## src/rtl/memory_access_pipeline_unit.sv

```systemverilog
// memory_access_pipeline_unit
// Memory-access stage register. Latches instruction, effective address and
// store data from execute, issues LDR/STR/LDRB/STRB requests to data memory
// over a req/ready handshake, stalls execute and emits NOP bubbles while a
// request is outstanding, then forwards the instruction with formatted load
// data to the memory-wait stage.
//
// Ports:
//   clk, rst_n                  clock (rising edge), async active-low reset
//   instr_in/addr_in/str_data_in  operands from execute
//   cond_pass_in                condition passed; 0 turns ld/st into a no-op
//   mem_ready/mem_rdata         memory completion and read word
//   mem_req/mem_we/mem_addr/mem_wdata/mem_byte_en  memory request
//   stall_out                   hold the execute stage
//   instr_output                instruction to memory-wait stage (NOP bubble)
//   load_data_out/load_valid_out  formatted load result
//   stall_cycles                ACCESS-cycle counter
//
// Optional feature: define MEM_STALL_COUNT_EN to build the saturating
// ACCESS-cycle counter; otherwise stall_cycles is tied to zero.
module memory_access_pipeline_unit (
  input  logic        clk,
  input  logic        rst_n,
  input  logic [31:0] instr_in,
  input  logic [31:0] addr_in,
  input  logic [31:0] str_data_in,
  input  logic        cond_pass_in,
  input  logic        mem_ready,
  input  logic [31:0] mem_rdata,
  output logic        mem_req,
  output logic        mem_we,
  output logic [31:0] mem_addr,
  output logic [31:0] mem_wdata,
  output logic [3:0]  mem_byte_en,
  output logic        stall_out,
  output logic [31:0] instr_output,
  output logic [31:0] load_data_out,
  output logic        load_valid_out,
  output logic [31:0] stall_cycles
);

  localparam logic [31:0] NOP = 32'hE320F000;

  typedef enum logic [1:0] {
    IDLE,
    ACCESS,
    DONE
  } state_e;

  state_e      state_q, state_d;
  logic [31:0] instr_q, instr_d;
  logic [31:0] addr_q, addr_d;
  logic [31:0] wdata_q, wdata_d;
  logic [31:0] load_data_q, load_data_d;
  logic [31:0] instr_out_q, instr_out_d;
  logic        mem_req_q, mem_req_d;
  logic        load_valid_q, load_valid_d;

  logic        in_is_mem;
  logic        is_load;
  logic        is_byte;
  logic [1:0]  lane;
  logic [31:0] rdata_fmt;

  assign in_is_mem = (instr_in[27:26] == 2'b01) && cond_pass_in;
  assign is_load   = instr_q[20];
  assign is_byte   = instr_q[22];
  assign lane      = addr_q[1:0];

  // Byte loads zero-extend the addressed lane; word loads rotate right by
  // the byte offset (ARM unaligned word load behaviour).
  always_comb begin
    rdata_fmt = '0;
    if (is_byte) begin
      unique case (lane)
        2'd0: rdata_fmt = {24'h0, mem_rdata[7:0]};
        2'd1: rdata_fmt = {24'h0, mem_rdata[15:8]};
        2'd2: rdata_fmt = {24'h0, mem_rdata[23:16]};
        2'd3: rdata_fmt = {24'h0, mem_rdata[31:24]};
        default: rdata_fmt = '0;
      endcase
    end else begin
      unique case (lane)
        2'd0: rdata_fmt = mem_rdata;
        2'd1: rdata_fmt = {mem_rdata[7:0],  mem_rdata[31:8]};
        2'd2: rdata_fmt = {mem_rdata[15:0], mem_rdata[31:16]};
        2'd3: rdata_fmt = {mem_rdata[23:0], mem_rdata[31:24]};
        default: rdata_fmt = mem_rdata;
      endcase
    end
  end

  // Moore outputs (mem_req, instr_output, load_valid) are computed one edge
  // early from the next state so they leave the flops already settled.
  always_comb begin
    state_d      = state_q;
    instr_d      = instr_q;
    addr_d       = addr_q;
    wdata_d      = wdata_q;
    load_data_d  = load_data_q;
    instr_out_d  = instr_out_q;
    mem_req_d    = mem_req_q;
    load_valid_d = load_valid_q;
    unique case (state_q)
      IDLE, DONE: begin
        instr_d      = instr_in;
        addr_d       = addr_in;
        wdata_d      = str_data_in;
        load_valid_d = 1'b0;
        if (in_is_mem) begin
          state_d     = ACCESS;
          mem_req_d   = 1'b1;
          instr_out_d = NOP;
        end else begin
          state_d     = IDLE;
          mem_req_d   = 1'b0;
          instr_out_d = instr_in;
        end
      end
      ACCESS: begin
        if (mem_ready) begin
          state_d      = DONE;
          mem_req_d    = 1'b0;
          instr_out_d  = instr_q;
          load_valid_d = is_load;
          if (is_load) begin
            load_data_d = rdata_fmt;
          end
        end
      end
      default: begin
        state_d      = IDLE;
        mem_req_d    = 1'b0;
        instr_out_d  = NOP;
        load_valid_d = 1'b0;
      end
    endcase
  end

  always_ff @(posedge clk or negedge rst_n) begin
    if (!rst_n) begin
      state_q      <= IDLE;
      instr_q      <= NOP;
      addr_q       <= '0;
      wdata_q      <= '0;
      load_data_q  <= '0;
      instr_out_q  <= NOP;
      mem_req_q    <= 1'b0;
      load_valid_q <= 1'b0;
    end else begin
      state_q      <= state_d;
      instr_q      <= instr_d;
      addr_q       <= addr_d;
      wdata_q      <= wdata_d;
      load_data_q  <= load_data_d;
      instr_out_q  <= instr_out_d;
      mem_req_q    <= mem_req_d;
      load_valid_q <= load_valid_d;
    end
  end

  assign mem_req        = mem_req_q;
  assign stall_out      = mem_req_q;
  assign instr_output   = instr_out_q;
  assign load_data_out  = load_data_q;
  assign load_valid_out = load_valid_q;
  assign mem_we         = ~instr_q[20];
  assign mem_addr       = {addr_q[31:2], 2'b00};
  assign mem_byte_en    = is_byte ? (4'b0001 << lane) : 4'b1111;
  assign mem_wdata      = is_byte ? {4{wdata_q[7:0]}} : wdata_q;

`ifdef MEM_STALL_COUNT_EN
  logic [31:0] stall_cnt_q, stall_cnt_d;

  always_comb begin
    stall_cnt_d = stall_cnt_q;
    if (state_q == ACCESS && stall_cnt_q != '1) begin
      stall_cnt_d = stall_cnt_q + 32'd1;
    end
  end

  always_ff @(posedge clk or negedge rst_n) begin
    if (!rst_n) begin
      stall_cnt_q <= '0;
    end else begin
      stall_cnt_q <= stall_cnt_d;
    end
  end

  assign stall_cycles = stall_cnt_q;
`else
  assign stall_cycles = '0;
`endif

endmodule

```

## config.mk

```make
export PLATFORM = sky130hd
export DESIGN_NAME = memory_access_pipeline_unit
export DESIGN_NICKNAME = d
export VERILOG_FILES = /design/src/rtl/memory_access_pipeline_unit.sv
export SDC_FILE = /design/constraint.sdc
export NUM_CORES = 1
export LEC_CHECK = 0
export ABC_AREA = 1
export CELL_PAD_IN_SITES_DETAIL_PLACEMENT = 0
export CELL_PAD_IN_SITES_GLOBAL_PLACEMENT = 1
export CORE_MARGIN = 4
export CORE_UTILIZATION = 33
export CTS_BUF_LIST = sky130_fd_sc_hd__clkbuf_8
export CTS_CLUSTER_SIZE = 8
export DETAILED_ROUTE_END_ITERATION = 10
export GPL_TIMING_DRIVEN = 0
export MAX_ROUTING_LAYER = met4
export PLACE_DENSITY = 0.79
export SYNTH_ARGS = -nofsm -noshare
export SYNTH_HDL_FRONTEND = slang
export SYNTH_SLANG_ARGS = --single-unit
```

## constraint.sdc

```tcl
create_clock -name clk -period 1.6 [get_ports clk]
set_input_delay 0.24 -clock clk [delete_from_list [all_inputs] [get_ports clk]]
set_output_delay 0.24 -clock clk [all_outputs]
set_load 0.02 [all_outputs]
```

==> qor.yml <==
status: "finished with violations"
violations: "negative setup slack"
synth_seq_cells: 164
ant_nets: 0
p_seq_share_pct: 40.3
ys_warn_count: 0
crit_arrival_ns: 1.53
core_sq_um: 25300
port_buffers: 265
swShare_pct: 37.3
fillCellCount: 2576
cts_max_level: 4
path_class: "reg2out"
rows: 58
grt_overflow: 0
ir_drop_uv: 530
synth_seq_area_share_pct: 48.5
internal_power_uw: 8110
hold_class: "in2reg"
yosysTopAreaCell: "dfrtp_1"
p_per_area_nw_per_um2: 1030
finalHoldViolCount: 0
grt_use_total_pct: 21.2
placed_cells: 1798
holdWs_ns: 0.289
hpwl_um: 21400
clock-sinks: 164
worst_slew_pin_slew_ns: 0.606
yosys-top-cells-area: "dfrtp_1 (42%), nand2_1 (26%), buf_4 (6.9%)"
leakage_uw: 0.00687
fmax_mhz: 566
seq_area_sq_um: 4130
top_level_ports: 300
clock_skew_ns: 0.0140
start_util_pct: 33.7
p_total_uw: 12900
crit_path_start_kind: "flop"
worstPathCellList: "inv_4, buf_8, clkbuf_16, nand2_4, nand2_4, buf_6"
drt_first_pass_iters: 5
pwr-share-comb_pct: 35.1
cts_root_buf: "clkbuf_8"
layout_min_cycle_time_ns: 1.77
path_max_fanout: 5
layout_common_cells: "nand2_1 (537), dfrtp_1 (142), clkdlybuf4s50_1 (130)"
grt_pass1_vias: 8361
instances_no_fill: 1855
hp-start: "addr_in[21]"
critPathSlowestCell: "dfrtp_2"
clkTransAtPathRegs_ns: 0.11
avgSynthCellArea_sq_um: 7.28
synthDistinctLibCells: 19
maxCapViolCount: 0
viasPerCell: 4.44
routedWlPerCell_um: 15.9
slew_violations: 0
rsz0062_at_grt: "true"
die_x_um: 169
required_ns: 1.36
crit_start: "instr_q[22]"
p_clk_share_pct: 24.5
end_kind: "output pin"
finalSetupViolCount: 25
gp_congestion: 0.912
numCtsBuffers: 17
crit_family: "buffers and inverters"
dieArea_sq_um: 28400
synth_top_cell_area_share_pct: 42.3
finalNetCount: 1639
antenna_found_initial: 5
drt-initial-drc-count: 594
crit_path_frequent_cell: "nand2_4"
post-place-ws_ns: -0.567
relSlewSlack_pct: 59.6
multi_input_comb_area_sq_um: 3600
cp_num_buf_inv: 4
grt_max_degree: 92
r2r_start: "addr_q[0]"
syn_area_sq_um: 8510
clk_latency_ns: 0.47
drt_drc_violations_left: 0
finalCritPeriodShare_pct: 111
setup_ws_ns: -0.168
die_h_um: 169
mostFrequentLayoutCell: "nand2_1"
drive_gt1_share_pct: 20.2
p_switching_uw: 4820
cts_tree: "done"
cpPeakStageDelay_ns: 0.45
grt_pass1_wl_um: 46100
vias: 8237
syn2layout_area_growth_pct: 48.0
synthCells: 1169
routed_wl_um: 29500
clock_path_buffers: 2
==> per-layer routing <==
metal,wire length [um],vias up,GRT usage [%]
li1,-,4132,-
met1,12200,3766,26.1
met2,14100,298,33.8
met3,2640,41,6.87
met4,527,0,5.47
met5,0,-,-
==> stage by stage <==
stage	utilization (%)	area (sq um)	TNS (ns)
2_1_floorplan	-	8640	0
3_3_place_gp	46.3	11700	-1125.51
3_5_place_dp	46.5	11700	-15.33
4_1_cts	49.1	12400	-4.15
5_1_grt	49.9	12600	-5.14
6_report	49.9	12600	-3.40
==> worst reg2reg max path: cells and delay by family, from the launching register on <==
family	cells	cell delay (ns)
buffers and inverters	4	0.66
DFF	1	0.43
and+or+nand+nor	4	0.40
==> final timing paths <==
path | end | slack, ns | cells after the start
min | addr_q[21] | 0.29 | 3
max reg2reg | load_data_out[14] | 0.07 | 8
min reg2reg | instr_output[27] | 0.47 | 2
max in group asynchronous | instr_q[22] | 0.41 | 3
min in group asynchronous | wdata_q[19] | 0.34 | 2
max | mem_wdata[30] | -0.17 | 6
==> power groups by stage <==
stage / clock network, uW / registers (uW) / logic, uW
6_report: 3170 / 5210 / 4550
5_1_grt: 3440 / 5300 / 4960
4_1_cts: 3270 / 5200 / 4490
3_5_place_dp: 0 / 5280 / 4560
3_3_place_gp: 0 / 5270 / 4550
2_1_floorplan: 0 / 5690 / 1880
==> logic make-up after synthesis <==
family | Yosys count | share of synthesized area, %
buffers and inverters | 207 | 13.4
AOI/OAI and AO/OA | 50 | 3.67
and+or+nand+nor | 747 | 34.4
DFF | 164 | 48.5
other | 1 | 0.0441
==> cell type report <==
| cell class | instances | area share (%) |
|---|---|---|
| clock buffers | 18 | 1.97 |
| multi-input cells | 831 | 28.6 |
| flip-flops and latches | 164 | 32.8 |
| repair buffers | 287 | 22.1 |
| diodes | 5 | 0.0993 |
| inverters | 71 | 2.15 |
| plain buffers | 135 | 7.81 |
| clock inverters | 14 | 1.24 |
| well taps | 330 | 3.28 |
==> synthesized netlist by cell type <==
library cell	count
o21ai_0	24
nand3b_1	1
dfstp_2	20
dfrtp_1	144
nor2_2	1
nor2_1	74
nand3_1	84
clkbuf_1	11
o21bai_1	25
buf_4	78
buf_6	2
inv_2	3
nand2_1	585
conb_1	1
nor3_1	1
inv_1	68
buf_2	45
nand4_2	1
o21ai_1	1
==> timing repair <==
action | in CTS | in global routing
resized for setup | 370 | 88
hold endpoints to repair | 73 | 0
pin swaps | 2 | 5
setup buffers | 15 | 3
setup endpoints to repair | 134 | 122
cloned | 2 | 1
hold buffers | 1 | 0
==> sequential cells by signal, summed over array words and instances (netlist names) <==
register,cells
instr_output,32
state_q,2
instr_q,32
wdata_q,32
addr_q,32
mem_req,1
load_data_out,32
load_valid_out,1
No activity file was read; power rests on OpenSTA's default activity.
==> RTL edit (same flow settings) <==
The option `MEM_STALL_COUNT_EN` is turned on by a define.
--- a/src/rtl/memory_access_pipeline_unit.sv
+++ b/src/rtl/memory_access_pipeline_unit.sv
@@ -20,2 +20,4 @@
 // ACCESS-cycle counter; otherwise stall_cycles is tied to zero.
+`define MEM_STALL_COUNT_EN
+
 module memory_access_pipeline_unit (
Behaviour: not the same (Yosys sat finds a counterexample within 4 cycles, from zero or initial values and one cycle with rst_n low).
==> RTL edit against the original RTL <==
The flow still finishes with violations (negative setup slack). Design area increased by 18%. Clock power grew 6%. Critical path depth fell by 1. Power up 12%. Sequential cell count is 31 higher. Hold slack got worse by 140 ps. Sequential share of layout area grew 0.48 points. Synthesized area increased by 14%. Final cell count rose by 9.8%. Utilization increased by 1.6 points. Worst setup slack worse by 30 ps. Via count increased by 17%. Routed wire length increased by 18%.
==> RTL edit: results (changes against the original RTL) <==
Global route
  • Initial antenna violation count: 1 (-4)
  • Vias in the first global route: 9,512 (+14%)
  • Largest net degree at the start of global routing: 111 (+21%)

Yosys
  • Most frequent cells after synthesis: nand2_1 (555), dfrtp_1 (175), nor2_1 (107)
  • Synth unique cells: 33 (+14)
  • Register area share after synthesis: 50.55% (+2.0 points)
  • Compound-Gate Fraction of Synth Area: 10.28% (+6.6 points)
  • Synth top area cells: dfrtp_1 (45%), nand2_1 (21%), dfstp_2 (5.4%)
  • Avg Cell Area, Syn: 7.701 um^2 (+5.8%)

STA
  • Slack of the critical path: -198.3 ps (-30.27 ps)
  • Final setup fails: 42 (+68%)
  • Worst-Margin Slew: 616.2 ps (+10.28 ps)
  • Clock skew: 27.75 ps (+13.73 ps)
  • TNS Setup: -4690 ps (-1294 ps)

Final layout
  • Final nets: 1,772 (+8.1%)

Placed design
  • Setup WS pre-CTS: -824.3 ps (-257.5 ps)
  • IO Port Bufs: 297 (+12%)
  • Dpl hpwl: 24,570 um (+15%)

Setup path
  • Critical Path AT: 1560 ps (+30 ps)
  • CP delay by family, top: flip-flops
  • CP max FO: 7 (+2)

Status
  • Violated checks: negative setup slack
  • Outcome: complete, but fails checks

Routing
  • DR WL/cell: 17.03 um (+7.2%)
  • Via count: 9,664 (+17%)

Power
  • Peak VDD IR: 432.7 uV (-18%)
  • P_sw: 5.300 mW (+10%)
  • Lkg Pwr: 7.433 nW (+8.2%)

Clock tree
  • # Post-CTS Setup Buffers: 36 (+21)
-- RTL edit: cell types whose count changed after synthesis, sizes merged, moves of 18 or more --
cell | unedited run | this run
a21oi | 0 | 49
a32o | 0 | 20
buf | 125 | 67
clkbuf | 11 | 29
dfrtp | 144 | 175
nand2 | 585 | 559
nand3 | 84 | 19
nor2 | 75 | 115
o21ai | 25 | 66
o21bai | 25 | 0
o22ai | 0 | 34
-- RTL edit: layer usage --
| layer | global-route usage, % | vias to the layer above | part of all wire (%) |
|---|---|---|---|
| met5 | - | - | 0 |
| met4 | 4.237 | 0 | 1.4 |
| li1 | - | 4699 | - |
| met2 | 35.22 | 309 | 50 |
| met1 | 27.14 | 4626 | 43 |
| met3 | 4.487 | 30 | 5.7 |
-- RTL edit: power groups by stage --
stage / clock [mW] / combinational, mW / sequential [mW]
finish: 3.36 / 4.95 / 6.15
CTS: 3.49 / 4.73 / 6.13
global placement: 0 / 4.66 / 6.22
global route: 3.69 / 5.33 / 6.25
floorplan: 0 / 1.81 / 6.69
detailed placement: 0 / 4.70 / 6.23
-- RTL edit: path summary, 6_finish.rpt --
kind	slack [ps]	cells past startpoint	endpoint
setup / recovery	-200	5	mem_wdata[17]
setup reg to reg	-30	10	stall_cycles[16]$_DFFE_PN0P_
hold reg to reg	490	2	addr_q[31]$_DFFE_PN0P_
max in group asynchronous	250	4	instr_q[25]$_DFFE_PN1P_
hold / removal	150	2	stall_cycles[31]$_DFFE_PN0P_
min in group clk	280	3	addr_q[3]$_DFFE_PN0P_
-- RTL edit: layout make-up --
cell class,instances,area [um^2]
Tap cell,384,480.5
Timing Repair Buffer,364,3462
Buffer,91,744.5
Clock buffer,17,234.0
Clock inverter,15,176.4
Antenna cell,1,2.502
Sequential cell,195,4940
Multi-Input combinational cell,891,4487
Inverter,79,319.1
Fill cell,2846,14010
